### src/rtl/output_deskew_aligner.sv
// Realigns lane-staggered result beats into parallel words: lane k is delayed
// LANES-1-k accepted beats, and aligned words are queued in a 2-entry output buffer.
module output_deskew_aligner #(
  parameter int LANES = 4,
  parameter int W     = 4
) (
  input  logic               clk,
  input  logic               rst,
  input  logic               in_valid,
  output logic               in_ready,
  input  logic [LANES*W-1:0] in_data,
  input  logic               in_last,
  output logic               out_valid,
  input  logic               out_ready,
  output logic [LANES*W-1:0] out_data,
  output logic               out_last
);

  localparam int CW = $clog2(LANES);
  localparam int FW = LANES*W + 1;

  typedef enum logic {S_FILL, S_STREAM} state_t;

  state_t            state_q, state_d;
  logic [CW-1:0]     cnt_q, cnt_d;
  logic [FW-1:0]     mem_q [2];
  logic [FW-1:0]     mem_d [2];
  logic              wr_ptr_q, wr_ptr_d;
  logic              rd_ptr_q, rd_ptr_d;
  logic [1:0]        count_q, count_d;
  logic              accept, push, pop, shift_en;
  logic [LANES*W-1:0] aligned;

  assign in_ready = !rst && ((count_q < 2'd2) || (count_q == 2'd2 && out_ready));
  assign accept   = in_valid && in_ready;
  assign out_valid = (count_q != 2'd0);
  assign pop      = out_valid && out_ready;
  assign {out_last, out_data} = mem_q[rd_ptr_q];

  // The aligned word is taken from the oldest stage before this beat shifts in.
  for (genvar gi = 0; gi < LANES; gi++) begin : g_lane
    localparam int D = LANES - 1 - gi;
    if (D == 0) begin : g_pass
      assign aligned[gi*W +: W] = in_data[gi*W +: W];
    end else begin : g_dly
      logic [W-1:0] dly_q [D];
      logic [W-1:0] dly_d [D];

      always_comb begin
        dly_d = dly_q;
        if (shift_en) begin
          dly_d[0] = in_data[gi*W +: W];
          for (int j = 1; j < D; j++) dly_d[j] = dly_q[j-1];
        end
      end

      always_ff @(posedge clk) begin
        if (rst) begin
          for (int j = 0; j < D; j++) dly_q[j] <= '0;
        end else begin
          dly_q <= dly_d;
        end
      end

      assign aligned[gi*W +: W] = dly_q[D-1];
    end
  end

  always_comb begin
    state_d  = state_q;
    cnt_d    = cnt_q;
    push     = 1'b0;
    shift_en = 1'b0;
    if (accept) begin
      case (state_q)
        S_FILL: begin
          // A last beat before the lanes are full is a short stream: drop it.
          if (in_last) begin
            cnt_d = '0;
          end else begin
            shift_en = 1'b1;
            if (cnt_q == CW'(LANES-2)) begin
              cnt_d   = '0;
              state_d = S_STREAM;
            end else begin
              cnt_d = cnt_q + CW'(1);
            end
          end
        end
        default: begin
          shift_en = 1'b1;
          push     = 1'b1;
          if (in_last) begin
            state_d = S_FILL;
            cnt_d   = '0;
          end
        end
      endcase
    end
  end

  always_comb begin
    mem_d    = mem_q;
    wr_ptr_d = wr_ptr_q ^ push;
    rd_ptr_d = rd_ptr_q ^ pop;
    count_d  = count_q;
    if (push) mem_d[wr_ptr_q] = {in_last, aligned};
    if (push && !pop)      count_d = count_q + 2'd1;
    else if (!push && pop) count_d = count_q - 2'd1;
  end

  always_ff @(posedge clk) begin
    if (rst) begin
      state_q  <= S_FILL;
      cnt_q    <= '0;
      mem_q[0] <= '0;
      mem_q[1] <= '0;
      wr_ptr_q <= 1'b0;
      rd_ptr_q <= 1'b0;
      count_q  <= 2'd0;
    end else begin
      state_q  <= state_d;
      cnt_q    <= cnt_d;
      mem_q    <= mem_d;
      wr_ptr_q <= wr_ptr_d;
      rd_ptr_q <= rd_ptr_d;
      count_q  <= count_d;
    end
  end

endmodule
### config.mk
export PLATFORM = sky130hd
export DESIGN_NAME = output_deskew_aligner
export DESIGN_NICKNAME = d
export VERILOG_FILES = /design/src/rtl/output_deskew_aligner.sv
export SDC_FILE = /design/constraint.sdc
export NUM_CORES = 1
export LEC_CHECK = 0
export CORE_UTILIZATION = 30
export CTS_CLUSTER_DIAMETER = 50
export DETAILED_ROUTE_END_ITERATION = 6
export GPL_ROUTABILITY_DRIVEN = 0
export PLACE_DENSITY = 0.48
export RECOVER_POWER = 50
export REMOVE_ABC_BUFFERS = 1
export SLEW_MARGIN = 20
export SYNTH_ARGS = -nofsm -noshare
export SYNTH_HDL_FRONTEND = slang
export SYNTH_SLANG_ARGS = --single-unit
### constraint.sdc
create_clock -name clk -period 2.3 [get_ports clk]
set_input_delay 0.46 -clock clk [delete_from_list [all_inputs] [get_ports clk]]
set_output_delay 0.46 -clock clk [all_outputs]
set_load 0.05 [all_outputs]
# --- Yosys cells after proc, flatten, opt, wreduce, memory -nomap -nowiden ---
# Cells that the tools add are included.
# Widths: inputs -> output; s select.
classes:
  add_sub_neg: 3
  magnitude_cmp: 4
  eq_ne: 3
  muxes: 20
  bitwise: 4
  reduce_logical: 14
op_table:
  columns: ["cell", "count"]
  rows:
  - ["$mux 17", 4]
  - ["$bwmux 34", 1]
  - ["$demux 17 s1", 1]
  - ["$mux 2", 6]
  - ["$mux 1", 8]
  - ["$logic_and 1x1->1", 7]
  - ["$add 2x1->2 const B", 2]
  - ["$eq 2x2->1 const B", 2]
  - ["$ge 2x2->1 const B", 2]
  - ["$not 1->2", 2]
  - ["$reduce_bool 2->1", 2]
  - ["$logic_not 1->1", 3]
  - ["$lt 2x1->1 const B", 1]
  - ["$lt 2x2->1 const B", 1]
  - ["$ne 2x2->1 const B", 1]
  - ["$reduce_and 2->1", 1]
  - ["$sub 2x1->2 const B", 1]
  - ["$xor 1x1->1", 2]
  - ["$logic_or 1x1->1", 1]
totals:
  regBits: 65
  inputBits: 21
  elab_cells: 61

# --- Longest topological paths before layout ---
# Gate-level depths: netlist of run 1.
logic_depth:
  depth_word: 10
  mapped_depth: 8
  mapped_depth_nobuf: 7

# --- Worst setup path after synthesis of run 1 ---
# OpenSTA, ideal clock, no wires.
synth_timing:
  path_type: "in2reg"
  from: "input in_valid"
  to: "register mem_q[10] (netlist bit)"
  setup_time_ns: 0.128
  t_arrival_ns: 1.947
  required_ns: 2.172
  path_slack_ns: 0.225
  path_stages: 8
  n_path_buf: 2
  cell_sequence: "nor2b_4 -> a21boi_1 -> and2_1 -> ha_1 -> buf_2 -> buf_2 -> mux2i_1 -> nor2_1"
synth_via:
  elab_chain_len: 2
synth_rtl:
  columns: ["item", "line_no", "rtl"]
  rows:
  - ["start, declared", "9", "input logic in_valid,"]
  - ["$logic_and 1x1->1", "35", "assign accept = in_valid && in_ready;"]
  - ["$mux 1", "74", "if (accept) begin"]
  - ["end signal, assigned", "124", "mem_q <= mem_d;"]
  - ["end, declared", "26", "logic [FW-1:0] mem_q [2];"]
# Every way passes these cells.
# A chain may end at the register's enable or synchronous reset.

# --- Worst setup path in the final report of run 1 ---
layout_timing:
  from: "register rd_ptr_q"
  to: "output out_data[8]"
layout_via:
  elab_chain_len: 4
layout_rtl:
  columns: ["item", "line_no", "rtl"]
  rows:
  - ["start, declared", "29", "logic rd_ptr_q, rd_ptr_d;"]
  - ["start signal, assigned", "126", "rd_ptr_q <= rd_ptr_d;"]
  - ["$not 1->2 (implied by the code)", "38", "assign {out_last, out_data} = mem_q[rd_ptr_q];"]
  - ["$mux 17 (implied by the code) (3 in a row)", "38", null]
  - ["end, declared", "15", "output logic [LANES*W-1:0] out_data,"]
# Every way passes these cells. The select of a mux whose other input is x is not followed.

==> results of run 1 <==
[flip-flops by register name, summed over array words and instances (netlist names)]
register            cells
g_lane.g_dly.dly_q     16
count_q                 2
state_q                 1
mem_q                  34
wr_ptr_q                1
aligned                 8
rd_ptr_q                1
cnt_q                   2
[cells in the final DEF, fill, tap and decap left out, types with 3 or more instances in the layout]
cell,n
mux2i_1,36
dfxtp_1,65
nor2_1,39
mux2_2,21
inv_1,5
clkbuf_2,5
clkbuf_8,11
buf_12,4
mux2_1,16
buf_4,17
nor2b_1,22
clkdlybuf4s50_1,19
ha_1,3
nand2b_1,3
clkbuf_1,4
xor2_1,3
[layer usage]
| metal | up-vias | routed length, µm | global-route usage |
|---|---|---|---|
| met1 | 855 | 2732 | 0.1509 |
| li1 | 949 | - | - |
| met4 | 0 | 57 | 0.03054 |
| met5 | - | 0 | 0 |
| met3 | 5 | 263 | 0.04427 |
| met2 | 39 | 2378 | 0.1850 |
[logic make-up (layout without fill, tap and decap cells)]
family | Yosys count | count (layout) | synth area share
AOI/OAI and AO/OA | 12 | 12 | 0.03713
xor gates and xnor gates | 3 | 3 | 0.009281
adders and majority gates | 3 | 3 | 0.01326
buffers and inverters | 22 | 72 | 0.04331
DFF | 65 | 65 | 0.4596
muxes | 75 | 75 | 0.3062
and+or+nand+nor | 72 | 72 | 0.1313
[area by class of cell]
cell class | count | share of cell area
inverter | 7 | 0.007659
multi-input combinational | 165 | 0.3855
sequential | 65 | 0.3793
tap | 111 | 0.04048
clock inverter | 3 | 0.01167
timing repair buffer | 50 | 0.1302
clock buffer | 12 | 0.04522
[per-stage QoR]
stage                     setup TNS [ps]  instances
final                                  0        413
after global routing                   0        413
after CTS                              0        413
after detailed placement          -15.60        398
after global placement                 0        398
after floorplan                        0        237
[where the power goes]
group          internal [W]  switching [W]
clock network      0.000551       0.000397
registers           0.00115      0.0000185
logic              0.000101       0.000108
total               0.00180       0.000523
[repair_timing]
item	in CTS	in global routing
resized for setup	0	1
setup buffers	0	0
endpoints found under the setup margin	0	1
[worst min path at each step]
stage / cells after the start / from / slack, ps / end
3_3_place_gp: 2 / g_lane[0].g_dly.dly_q[8] / 450 / g_lane[0].g_dly.dly_q[4]
2_1_floorplan: 2 / g_lane[0].g_dly.dly_q[8] / 440 / g_lane[0].g_dly.dly_q[4]
3_5_place_dp: 2 / g_lane[0].g_dly.dly_q[8] / 460 / g_lane[0].g_dly.dly_q[4]
4_1_cts: 2 / g_lane[0].g_dly.dly_q[8] / 470 / g_lane[0].g_dly.dly_q[4]
6_report: 1 / g_lane[1].g_dly.dly_q[6] / 460 / aligned[6]
5_1_grt: 1 / g_lane[0].g_dly.dly_q[11] / 480 / g_lane[0].g_dly.dly_q[7]
==> results.py, run 1 <==
metrics = {
    "outcome": {
        "status": "finished clean",
    },
    "sta": {
        "worst_pin_slew_ps": 593.2,
        "maxSlewHeadroom": 0.6063,
        "clock_skew_ps": 8.175,
        "finalCritPeriodShare": 0.8995,
        "period_needed_ps": 2069,
        "report.final.slew_viol_count": 0,
        "grt_setup_unrepaired": "no",
        "worst_slack_ps": 231.2,
        "hold_viol_final": 0,
        "setup_viol": 0,
        "hold_slack_ps": 458.8,
        "fmax_ghz": 0.4834,
    },
    "worst_setup_path": {
        "path_cells": "clkbuf_2, mux2_2, clkbuf_2",
        "cp-endpoint": "out_data[8]",
        "required_ps": 1840,
        "cp_slowest_stage_delay_ps": 380,
        "timing.rr.start": "count_q[0]",
        "path_common_cell": "clkbuf_2",
        "crit_start": "rd_ptr_q",
        "worst_ep_arrival_time_ps": 1610,
        "path_max_fanout": 12,
        "r2r_setup_slack_ps": 440,
        "start_kind": "register",
        "cp.depth": 3,
        "critical-path-top-delay-family": "buffers and inverters",
        "slowest_stage": "mux2_2",
        "r2r_cells": 6,
        "critPathKind": "reg -> out",
        "crit_path_end_kind": "output port",
        "r2r-end": "count_q[1]",
        "worst-path-buf-inv": 2,
    },
    "grt": {
        "grt_start_max_net_pins": 41,
        "grtUsageTotal": 0.1172,
        "grt_pass1_vias": 1807,
        "gr-total-overflow": 0,
        "grt_pass1_wl_mm": 8.880,
        "antenna_found_initial": 0,
    },
    "synth": {
        "syn_area_mm2": 0.002831,
        "synth-edff-count": 0,
        "syn_inst": 252,
        "netlist.area_leader.share": 0.4596,
        "synthMostInstantiatedCell": "dfxtp_1",
        "avgSynthCellArea_um2": 11.24,
        "yosysWarnings": 0,
        "yosysUniqueCellTypes": 30,
        "synth_common_cells": "dfxtp_1 (65), nor2_1 (39), mux2i_1 (36)",
        "async_flop_share": 0,
        "synth_seq_cells": 65,
        "synth_seq_area_share": 0.4596,
        "yosysTopAreaCell": "dfxtp_1",
        "synthFlopType": "dfxtp_1",
        "ys_top_cells_by_area": "dfxtp_1 (46%), mux2i_1 (13%), mux2_4 (9.5%)",
    },
    "run": {
        "cap_violations": 0,
    },
    "clock_network": {
        "clkTransAtPathRegs_ps": 70,
        "cts_made_buffers": 9,
        "clock_latency_ps": 330,
        "holdBufCountCts": 0,
        "cts_tree": "yes",
        "clk_path_buf_depth": 2,
        "clkSinkCount": 65,
        "clockRootBuffer": "clkbuf_8",
        "cts_max_level": 3,
    },
    "placement": {
        "placed_area_mm2": 0.003347,
        "portBuffers": 39,
        "pre_cts_ws_ps": -15.60,
        "dp_hpwl_mm": 3.489,
    },
    "power": {
        "finalPower_w": 0.002328,
        "cellPowerDensity_mw_per_mm2": 678.4,
        "ir_worst_vdd_mv": 0.3787,
        "leakage_nw": 1.361,
    },
    "detailed_routing": {
        "vias": 1848,
        "viasPerCell": 4.475,
        "first_iter_violations": 61,
        "first_pass_iters": 4,
        "postRouteAntennaNets": 0,
        "finalWirelength_mm": 5.431,
        "drc": 0,
        "routedWlPerCell_um": 13.15,
    },
    "floorplanning": {
        "io_pins": 40,
        "fp.dieW_um": 99.15,
        "die_h_um": 99.15,
        "start_util": 0.3079,
        "row_count": 35,
        "die_area_mm2": 0.009831,
        "design.core.area_mm2": 0.009196,
    },
    "hold_path": {
        "hold_path.class": "reg -> reg",
    },
    "finish": {
        "drive_gt1_frac": 0.2285,
        "final_nets": 322,
        "post-route-util": 0.3731,
        "n_antenna_cell": 0,
        "fillers": 945,
        "multi_input_area_mm2": 0.001323,
        "postLayoutCellArea_mm2": 0.003431,
        "register_area_mm2": 0.001301,
        "area_growth_pct": 21.17,
    },
}
Note: power is estimated with default switching activity, not from simulation.
==> run 2: changes to the inputs <==
--- a/config.mk
+++ b/config.mk
@@ -12,7 +12,6 @@
 export PLACE_DENSITY = 0.48
 export RECOVER_POWER = 50
 export REMOVE_ABC_BUFFERS = 1
-export SLEW_MARGIN = 20
 export SYNTH_ARGS = -nofsm -noshare
 export SYNTH_HDL_FRONTEND = slang
 export SYNTH_SLANG_ARGS = --single-unit
==> results of run 2 <==
The final DEF is identical to that of run 1; final timing and power are the same.
==> run 3: changes to the inputs <==
--- a/config.mk
+++ b/config.mk
@@ -5,11 +5,11 @@
 export SDC_FILE = /design/constraint.sdc
 export NUM_CORES = 1
 export LEC_CHECK = 0
-export CORE_UTILIZATION = 30
+export CORE_UTILIZATION = 54
 export CTS_CLUSTER_DIAMETER = 50
 export DETAILED_ROUTE_END_ITERATION = 6
 export GPL_ROUTABILITY_DRIVEN = 0
-export PLACE_DENSITY = 0.48
+export PLACE_DENSITY = 0.78
 export RECOVER_POWER = 50
 export REMOVE_ABC_BUFFERS = 1
 export SYNTH_ARGS = -nofsm -noshare
==> results.py, run 3 (synthesized netlist as in run 1, its figures left out) <==
metrics = {
    "outcome": {
        "status": "finished clean",
    },
    "worst_setup_path": {
        "required_ps": 1840,
        "cp_slowest_stage_delay_ps": 780,
        "worst_ep_arrival_time_ps": 1740,
        "critPathKind": "reg -> out",
        "r2r_setup_slack_ps": 260,
        "slowest_stage": "clkdlybuf4s50_1",
        "path_cells": "or2_2, clkdlybuf4s50_1",
        "critical-path-top-delay-family": "buffers and inverters",
        "path_max_fanout": 6,
        "crit_path_end_kind": "output port",
        "worst-path-buf-inv": 1,
        "start_kind": "register",
    },
    "clock_network": {
        "cts_made_buffers": 9,
        "cts_max_level": 3,
        "clockRootBuffer": "clkbuf_8",
        "clkTransAtPathRegs_ps": 70,
        "clkSinkCount": 65,
        "holdBufCountCts": 0,
        "clock_latency_ps": 340,
        "clk_path_buf_depth": 2,
        "post_cts_resized": 0,
        "postCtsSetupBuffers": 0,
        "cts_tree": "yes",
    },
    "grt": {
        "grt_pass1_vias": 1771,
        "grt_pass1_wl_mm": 8.066,
        "gr-total-overflow": 0,
        "grt_start_max_net_pins": 44,
        "antenna_found_initial": 0,
        "grtUsageTotal": 0.1998,
    },
    "sta": {
        "report.final.slew_viol_count": 0,
        "period_needed_ps": 2200,
        "hold_viol_final": 0,
        "grt_setup_unrepaired": "no",
        "hold_slack_ps": 465.9,
        "maxSlewHeadroom": 0.4558,
        "worst_pin_slew_ps": 816.3,
        "finalCritPeriodShare": 0.9565,
        "setup_viol": 0,
        "clock_skew_ps": 7.829,
        "fmax_ghz": 0.4546,
        "tns_ps": 0,
        "worst_slack_ps": 100.1,
    },
    "floorplanning": {
        "start_util": 0.5803,
        "io_pins": 40,
        "row_count": 25,
        "fp.dieW_um": 74.41,
        "design.core.area_mm2": 0.004880,
        "die_h_um": 74.41,
        "die_area_mm2": 0.005537,
    },
    "finish": {
        "layout_commonest_cell": "dfxtp_1",
        "largest_reg_flops": 34,
        "n_antenna_cell": 0,
        "top_register": "mem_q",
        "final_nets": 323,
        "drive_gt1_frac": 0.2434,
        "area_growth_pct": 20.28,
        "final_cell_mix": "dfxtp_1 (65), nor2_1 (39), mux2i_1 (36)",
        "post-route-util": 0.6979,
    },
    "detailed_routing": {
        "first_iter_violations": 117,
        "viasPerCell": 5.183,
        "postRouteAntennaNets": 0,
        "drc": 0,
        "routedWlPerCell_um": 13.80,
        "vias": 1923,
        "first_pass_iters": 4,
        "finalWirelength_mm": 5.119,
    },
    "power": {
        "finalPower_w": 0.002331,
        "cellPowerDensity_mw_per_mm2": 684.5,
        "leakage_nw": 1.375,
        "ir_worst_vdd_mv": 0.4731,
    },
    "placement": {
        "pre_cts_ws_ps": 26.43,
        "dp_hpwl_mm": 3.414,
        "portBuffers": 39,
    },
    "hold_path": {
        "hold_path.class": "reg -> reg",
    },
    "run": {
        "cap_violations": 0,
    },
}
run 3: where the power goes:
part	switching [W]	internal, W
Combinational	0.000105	0.000110
Sequential	0.0000274	0.00115
Clock	0.000434	0.000503
Total	0.000566	0.00177
run 3: path summary, 6_finish.rpt:
kind,to,cells after the start,startpoint
min,g_lane[0].g_dly.dly_q[7],1,g_lane[0].g_dly.dly_q[11]
min reg2reg,g_lane[0].g_dly.dly_q[7],1,g_lane[0].g_dly.dly_q[11]
max,out_valid,2,count_q[0]
max reg2reg,mem_q[9],7,count_q[0]
run 3: area by class of cell:
cell class	instances	area, µm²
Clock buffer	10	127.6
Clock inverter	6	68.82
Fill cell	412	1474
Inverter	7	26.28
Multi-Input combinational cell	165	1359
Sequential cell	65	1301
Tap cell	67	83.83
Timing Repair Buffer	51	439.2
run 3: metal layers:
metal | global-route usage | part of all wire | vias to the layer above
li1 | - | - | 953
met1 | 0.2456 | 0.48 | 918
met2 | 0.3193 | 0.46 | 44
met3 | 0.04607 | 0.041 | 8
met4 | 0.1195 | 0.016 | 0
met5 | 0 | 0 | -
run 3: through the flow:
step,area (µm²),std cells
after floorplan,2735,237
after global placement,3299,355
after detailed placement,3299,355
after CTS,3496,371
after global routing,3406,371
final,3406,371
